**config.mk**
```make
export PLATFORM = sky130hd
export DESIGN_NAME = div_issue_ctrl
export DESIGN_NICKNAME = d
export VERILOG_FILES = /design/src/rtl/div_issue_ctrl.sv
export SDC_FILE = /design/constraint.sdc
export NUM_CORES = 1
export LEC_CHECK = 0
export CAP_MARGIN = 20
export CORE_ASPECT_RATIO = 0.75
export CORE_MARGIN = 2
export CORE_UTILIZATION = 40
export DETAILED_ROUTE_END_ITERATION = 16
export PLACE_DENSITY = 0.82
export SYNTH_ARGS = -nofsm -noshare
export SYNTH_HDL_FRONTEND = slang
export SYNTH_SLANG_ARGS = --single-unit
```
**constraint.sdc**
```tcl
create_clock -name clk -period 9.55 [get_ports clk]
set_clock_uncertainty 0.05 [all_clocks]
set_input_delay 2.865 -clock clk [delete_from_list [all_inputs] [get_ports clk]]
set_output_delay 2.865 -clock clk [all_outputs]
set_load 0.02 [all_outputs]
```
**src/rtl/div_issue_ctrl.sv**
```systemverilog
// Issue/completion control between the EX stage and a multi-cycle divider, owning HI/LO.
// Optional feature: define DIV_ZERO_BYPASS_EN to resolve zero-divisor requests without the divider.
module div_issue_ctrl (
   input  logic        clk,
   input  logic        rst,
   input  logic        req_valid,
   input  logic        req_signed,
   input  logic [31:0] req_a,
   input  logic [31:0] req_b,
   input  logic        mthi,
   input  logic        mtlo,
   input  logic [31:0] mt_data,
   input  logic        flush,
   output logic        div_start,
   output logic        div_signed,
   output logic [31:0] div_a,
   output logic [31:0] div_b,
   input  logic [63:0] div_result,
   input  logic        div_ready,
   output logic        stall,
   output logic [31:0] hi,
   output logic [31:0] lo
);

   typedef enum logic [1:0] {IDLE, BUSY, DRAIN} state_e;

   state_e      state_q, state_d;
   logic [31:0] hi_q, hi_d, lo_q, lo_d;
   logic [31:0] a_q, a_d, b_q, b_d;
   logic        sgn_q, sgn_d;
   logic        accept;
   logic        bypass;

`ifdef DIV_ZERO_BYPASS_EN
   assign bypass = (req_b == '0);
`else
   assign bypass = 1'b0;
`endif

   assign accept = (state_q == IDLE) && req_valid && !flush;

   always_ff @(posedge clk or posedge rst) begin
      if (rst) begin
         state_q <= IDLE;
         hi_q    <= '0;
         lo_q    <= '0;
         a_q     <= '0;
         b_q     <= '0;
         sgn_q   <= 1'b0;
      end else begin
         state_q <= state_d;
         hi_q    <= hi_d;
         lo_q    <= lo_d;
         a_q     <= a_d;
         b_q     <= b_d;
         sgn_q   <= sgn_d;
      end
   end

   always_comb begin
      state_d = state_q;
      hi_d    = hi_q;
      lo_d    = lo_q;
      a_d     = a_q;
      b_d     = b_q;
      sgn_d   = sgn_q;
      unique case (state_q)
         IDLE: begin
            if (!flush) begin
               if (mthi) hi_d = mt_data;
               if (mtlo) lo_d = mt_data;
               if (req_valid) begin
                  if (bypass) begin
                     hi_d = req_a;
                     lo_d = '1;
                  end else begin
                     state_d = BUSY;
                     a_d     = req_a;
                     b_d     = req_b;
                     sgn_d   = req_signed;
                  end
               end
            end
         end
         // A completion coinciding with flush still retires; waiting in DRAIN would never see another ready.
         BUSY: begin
            if (div_ready) begin
               hi_d    = div_result[63:32];
               lo_d    = div_result[31:0];
               state_d = IDLE;
            end else if (flush) begin
               state_d = DRAIN;
            end
         end
         DRAIN: begin
            if (div_ready) state_d = IDLE;
         end
         default: state_d = IDLE;
      endcase
   end

   always_comb begin
      div_start = !rst && (state_q != IDLE) && !div_ready;
      stall     = !rst && (accept
                           || ((state_q == BUSY) && !div_ready)
                           || ((state_q != IDLE) && (req_valid || mthi || mtlo)));
   end

   assign div_signed = sgn_q;
   assign div_a      = a_q;
   assign div_b      = b_q;
   assign hi         = hi_q;
   assign lo         = lo_q;

endmodule

```
Word level (Yosys, flattened, before mapping)
Index checks and enable logic that the tools add are counted.
{"block": "classes", "eq_ne": 9, "mux": 14, "bitwise_logic": 1, "n_reduce_logical": 21}
{"op": "32-bit 2-to-1 mux", "count": 6}
{"op": "32-bit case mux with 2 select lines", "count": 2}
{"op": "2-bit != test (second input constant)", "count": 6}
{"op": "4-bit AND reduction", "count": 3}
{"op": "2-bit 2-to-1 mux", "count": 5}
{"op": "1-bit logical AND", "count": 7}
{"op": "2-bit case mux with 3 select lines", "count": 1}
{"op": "1-bit logical OR", "count": 4}
{"op": "2-bit nonzero test", "count": 2}
{"op": "1-bit logical NOT", "count": 3}
{"op": "3-bit != test (second input constant)", "count": 1}
{"op": "3-bit AND reduction", "count": 1}
{"op": "2-bit by 1-bit equality test with 1-bit output (second input constant)", "count": 1}
{"op": "2-bit equality test (second input constant)", "count": 1}
{"op": "2-bit logical NOT", "count": 1}
{"op": "1-bit NOT", "count": 1}
{"block": "totals", "reg_bits": 131, "out_inout_bits": 131, "word_cells": 51}

Longest topological paths before layout
Gate-level depths: netlist (run 1).
{"block": "logic_depth", "depth_word": 6, "mapped_depth": 6, "mapped_depth_nobuf": 3}

Least setup slack after synthesis (run 1)
OpenSTA, ideal clock, no wires.
{"block": "synth_timing", "path_kind": "input to output", "startpoint": "input rst", "endpoint": "output stall", "t_arrival_ns": 6.174, "required_time_ns": 6.635, "setup_slack_ns": 0.461, "stages": 2, "n_path_buf": 0, "path_cell_list": "inv_1 > a22o_1"}
{"block": "synth_via", "elab_chain_cells": 2}
{"element": "start: declaration", "line": "5", "source": "input logic rst,"}
{"element": "1-bit logical NOT", "line": "104", "source": "stall = !rst && (accept"}
{"element": "1-bit logical AND", "line": "104"}
{"element": "end: declaration", "line": "20", "source": "output logic stall,"}
Every way passes these cells.

Worst setup path in the final report (run 1)
Ends and elaborated chain as after synthesis.

==> impl_metrics.csv, run 1 <==
group,metric,value,unit
placement,dpl.hpwl,12000,um
clocking,clk_pin_slew,50,ps
timing,period_share,80.6,%
final_layout,final_cell_mix,"298 x clkdlybuf4s50_1, 144 x mux2_2, 131 x dfrtp_1",
timing,slew_headroom,43.5,%
clocking,clk_latency,400,ps
placement,place_inst,822,
route,dr.pass1.iters,4,
yosys,synth_top_family_by_area,"multiplexers",
clocking,post_cts_buffers,0,
global_route,grt-ovfl-total,0,
die,dieArea,15300,um2
yosys,syn_nets,533,
global_route,grt_pass1_vias,4589,
critical_path,critPathLaunchType,"input pin",
clocking,cts_hold_buf,0,
route,totalWireLength,16000,um
route,ant_nets,0,
route,drtIter0Drc,129,
critical_path,path_max_fanout,49,
route,drc,0,
flow_run,drv_cap,0,
global_route,antenna_found_initial,0,
yosys,muxShareOfSynthArea,38.2,%
route,wl_per_cell,18.7,um
final_layout,seqCellArea,3280,um2
yosys,synth_xor_area_share,0,%
yosys,synthAdderAreaFrac,0,%
timing,fin_tns_setup,0,ps
clocking,clock_sinks,131,
final_layout,fin_cells,854,
critical_path,max_stage_delay,630,ps
final_layout,final_common_cell,"clkdlybuf4s50_1",
timing,fmax,130,MHz
timing,setup_viol,0,
critical_path,endpoint,"stall",
die,die_x,142,um
pwr,vdd_drop_max,0.000118,V
final_layout,final_nets,835,
placement,placed_cell_area,8890,um2
yosys,ys_types,19,
pwr,p_total,2190,uW
yosys,synth_warnings,0,
yosys,synth_seq_cells,131,
global_route,top_usage_layer,"met2",
clocking,cts_resized,0,
yosys,synth_simple_gate_area_share,1.31,%
critical_path,timing.rr.start,"state_q[0]",
yosys,syn_inst,365,
die,start_util,41.3,%
yosys,syn_area,5720,um2
placement,gp_congestion,0.750,
pwr,cellPowerDensity,230,nW/um2
critical_path,worst_ep_arrival_time,4780,ps
timing,post-route-min-period,7700,ps
critical_path,end_kind,"output pin",
timing,worst_pin_slew,845,ps
final_layout,multi_input_area,2330,um2
critical_path,rrSetupSlack,6830,ps
final_layout,drive_gt1_share,27.4,%
critical_path,path_cells,"clkdlybuf4s50_1 > inv_4 > a22o_1 > clkdlybuf4s50_1",
yosys,synth_seq_area_share,57.3,%
timing,drv_slew,0,
outcome,status,"finished, final reports clean",
critical_path,regToRegEndpoint,"lo[13]",
clocking,clock_path_buffers,2,
clocking,htree_levels,4,
die,io_pins,299,
die,fp-row-count,37,
timing,finalHoldViolCount,0,
route,vias_per_cell,4.90,
timing,hold_slack,453,ps
timing,rsz0062_at_grt,"no",
die,coreArea,13800,um2
global_route,grtUsageMet2,36.3,%
critical_path,critPathLaunch,"rst",
global_route,grt.total_usage,20.9,%
placement,io_buffer_count,298,
worst_hold_path,hp-class,"reg -> reg",
final_layout,area_growth,66.5,%
final_layout,num_antenna_cells,0,
pwr,p_leak,0.00384,uW
global_route,grt_pass1_wl,24200,um
route,dr_total_vias,4188,
clocking,cts_buffers,17,
clocking,cts_tree,"built",
final_layout,fin_area,9530,um2
final_layout,n_fill_cell,939,
critical_path,r2r_cells,4,
critical_path,cpMostUsedCell,"clkdlybuf4s50_1",
clocking,cts-root-buf,"clkbuf_16",
die,dieHeight,108,um
yosys,post_synth.cell_area_avg,15.7,um2
yosys,synth_compound_area_share,0.634,%
critical_path,worstPathRequired,6640,ps
critical_path,path_class,"in -> out",
critical_path,cp_slowest_cell,"clkdlybuf4s50_1",
global_route,use_met3,7.70,%
global_route,grt_util_met1,23.9,%
global_route,grt_max_degree,85,
==> metal layers <==
metal	wire length (um)	vias to the layer above
met4	302	0
met3	1420	19
met5	0	-
met1	6270	2070
li1	-	1917
met2	7960	182
==> final cells by class <==
cell class | instances | area share (%)
clock buffer | 19 | 4.75
clock inverter | 12 | 1.63
inverter | 2 | 0.105
multi-input combinational | 211 | 24.4
sequential | 131 | 34.4
tap | 175 | 2.30
timing repair buffer | 304 | 32.4
==> sequential cells by signal, indices dropped and copies added (netlist names) <==
name,cells
div_a,32
div_b,32
hi,32
lo,32
state_q,2
div_signed,1
==> stage by stage <==
stage / util [%] / worst slack (ps)
2_1_floorplan: - / 461
3_3_place_gp: 63.9 / 1840
3_5_place_dp: 64.3 / 1800
4_1_cts: 68.6 / 1810
5_1_grt: 68.8 / 1700
6_report: 68.8 / 1850
==> cells in the mapped netlist, drive strengths merged <==
master | n | area share, %
nand2 | 1 | 0.066
dfrtp | 131 | 57
a21oi | 3 | 0.39
nor2 | 3 | 0.20
a22o | 1 | 0.15
inv | 2 | 0.13
nor3 | 3 | 0.26
nor4b | 1 | 0.26
nor2b | 2 | 0.22
buf | 19 | 2.3
mux2i | 1 | 0.17
mux2 | 193 | 38
clkbuf | 2 | 0.15
or3b | 2 | 0.31
o21ai | 1 | 0.087
==> worst max-delay path: cells and delay by family <==
kind                   cells  cell delay (ps)
buffers and inverters      3             1620
AO/OA/AOI/OAI              1              280
==> how the worst min path moves through the flow <==
stage               start          to  slack [ps]  depth (start not counted)
2_1_floorplan  state_q[1]  state_q[0]         520                          1
3_3_place_gp    div_a[16]   div_a[16]         440                          1
3_5_place_dp        hi[0]       hi[0]         440                          1
4_1_cts             hi[9]       hi[9]         460                          1
5_1_grt         div_a[17]   div_a[17]         460                          1
6_report           lo[29]      lo[29]         450                          1
==> power breakdown <==
| part | internal [uW] | total (uW) | switching, uW |
|---|---|---|---|
| Clock | 424 | 666 | 242 |
| Combinational | 422 | 762 | 340 |
| Sequential | 691 | 763 | 72.6 |
| Total | 1540 | 2190 | 655 |
==> kinds of logic after synthesis <==
family,after synthesis
mux,194
flops,131
buf+inv,23
simple gates,12
compound gates,5
No activity file was read; power rests on OpenSTA's default activity.
==> run 2, diff against run 1 <==
==> constraint.sdc (replaced) <==
create_clock -name clk -period 7.6 [get_ports clk]
set_clock_uncertainty 0.05 [all_clocks]
set_input_delay 2.28 -clock clk [delete_from_list [all_inputs] [get_ports clk]]
set_output_delay 2.28 -clock clk [all_outputs]
set_load 0.02 [all_outputs]
==> impl_metrics.csv, run 2 (synthesis gave the netlist of run 1 again) <==
group,metric,value,unit
die,dieArea,15300,um2
route,ant_nets,0,
final_layout,drive_gt1_share,27.4,%
final_layout,seqCellArea,3280,um2
flow_run,drv_cap,0,
timing,fmax,159,MHz
critical_path,worstPathRequired,5270,ps
global_route,antenna_found_initial,0,
final_layout,n_fill_cell,968,
final_layout,multi_input_area,2330,um2
clocking,post_cts_buffers,0,
critical_path,regToRegEndpoint,"lo[24]",
critical_path,timing.rr.start,"state_q[1]",
final_layout,area_growth,65.3,%
placement,dpl.hpwl,11700,um
critical_path,path_cells,"clkdlybuf4s50_1 > nor4b_4 > a22o_1 > clkdlybuf4s50_1",
die,die_x,142,um
route,vias_per_cell,4.80,
pwr,p_leak,0.00380,uW
die,dieHeight,108,um
final_layout,fin_area,9460,um2
critical_path,path_max_fanout,5,
die,fp-row-count,37,
critical_path,cpMostUsedCell,"clkdlybuf4s50_1",
critical_path,end_kind,"output pin",
pwr,vdd_drop_max,0.000187,V
global_route,grt-ovfl-total,0,
route,dr.pass1.iters,4,
timing,rsz0062_at_grt,"no",
route,dr_total_vias,4101,
final_layout,final_cell_mix,"298 x clkdlybuf4s50_1, 144 x mux2_2, 131 x dfrtp_1",
timing,setup_ws,1310,ps
pwr,cellPowerDensity,284,nW/um2
die,start_util,41.3,%
clocking,clk_pin_slew,50,ps
timing,period_share,82.7,%
clocking,cts_buffers,17,
placement,io_buffer_count,298,
global_route,grt_pass1_wl,24200,um
route,totalWireLength,15600,um
route,drc,0,
placement,placed_cell_area,8890,um2
final_layout,final_common_cell,"clkdlybuf4s50_1",
timing,finalHoldViolCount,0,
die,coreArea,13800,um2
timing,drv_slew,0,
clocking,cts_tree,"built",
global_route,grt_pass1_vias,4529,
critical_path,r2r_cells,4,
timing,setup_viol,0,
placement,gp_congestion,0.794,
route,drtIter0Drc,99,
critical_path,endpoint,"stall",
critical_path,max_stage_delay,660,ps
critical_path,cp_slowest_cell,"clkdlybuf4s50_1",
clocking,clock_sinks,131,
critical_path,rrSetupSlack,5190,ps
global_route,grt.total_usage,20.9,%
timing,slew_headroom,37.3,%
outcome,status,"finished, final reports clean",
clocking,cts-root-buf,"clkbuf_16",
clocking,clock_path_buffers,2,
critical_path,path_class,"in -> out",
final_layout,num_antenna_cells,0,
die,io_pins,299,
placement,dpl_worst_slack,1310,ps
critical_path,critPathLaunchType,"input pin",
timing,post-route-min-period,6290,ps
worst_hold_path,hp-class,"reg -> reg",
clocking,cts_hold_buf,0,
timing,fin_tns_setup,0,ps
critical_path,worst_ep_arrival_time,3960,ps
final_layout,final_nets,835,
global_route,grt_max_degree,76,
route,wl_per_cell,18.2,um
timing,worst_pin_slew,940,ps
clocking,htree_levels,4,
critical_path,critPathLaunch,"flush",
clocking,clk_latency,410,ps
clocking,cts_resized,0,
==> run 2: changes by cell type in the layout (fill, tap and decap cells not counted) <==
cell        delta
buf_12         +2
buf_16         -3
buf_4          +1
bufinv_16      -1
clkbuf_1       +1
clkbuf_8       -2
clkinv_2       +3
clkinvlp_4     +2
inv_4          -1
inv_6          -1
==> run 2: how the worst min path moves through the flow <==
stage | start | end | slack, ps | depth (start not counted)
finish | lo[31] | lo[31] | 450 | 1
global route | hi[8] | hi[8] | 470 | 1
CTS | lo[31] | lo[31] | 460 | 1
detailed placement | lo[11] | lo[11] | 440 | 1
global placement | div_a[11] | div_a[11] | 440 | 1
floorplan | state_q[1] | state_q[0] | 520 | 1
==> run 2: worst max-delay path: cells and delay by family <==
family                 cells  cell delay (ps)
AO/OA/AOI/OAI              1              210
buffers and inverters      2             1180
AND/OR/NAND/NOR            1              280
==> run 2: layer usage <==
layer	up-vias	share of wire (%)	global-route usage, %
li1	1931	-	-
met1	1946	38	23.3
met2	190	50	35.2
met3	34	9.2	7.74
met4	0	3.0	10.6
met5	-	0	0
==> run 2: final cells by class <==
type                            count  area share [%]
Tap cell                          175            2.32
Timing Repair Buffer              304            32.3
Sequential cell                   131            34.7
Inverter                            2           0.119
Clock buffer                       18            4.54
Multi-Input combinational cell    211            24.6
Clock inverter                     14            1.47
==> run 2: per-stage QoR <==
step	instances	total power, uW	hold slack (ps)	util [%]
after CTS	855	2730	457	68.3
after floorplan	365	1410	518	-
final	855	2690	453	68.3
after global placement	821	1900	437	63.9
after detailed placement	823	1930	444	64.2
after global routing	855	2820	467	68.3
==> run 2: power by group <==
group          switching, uW  total [uW]  internal, uW
Clock                    300         780           480
Combinational            425         952           527
Sequential              88.7         957           868
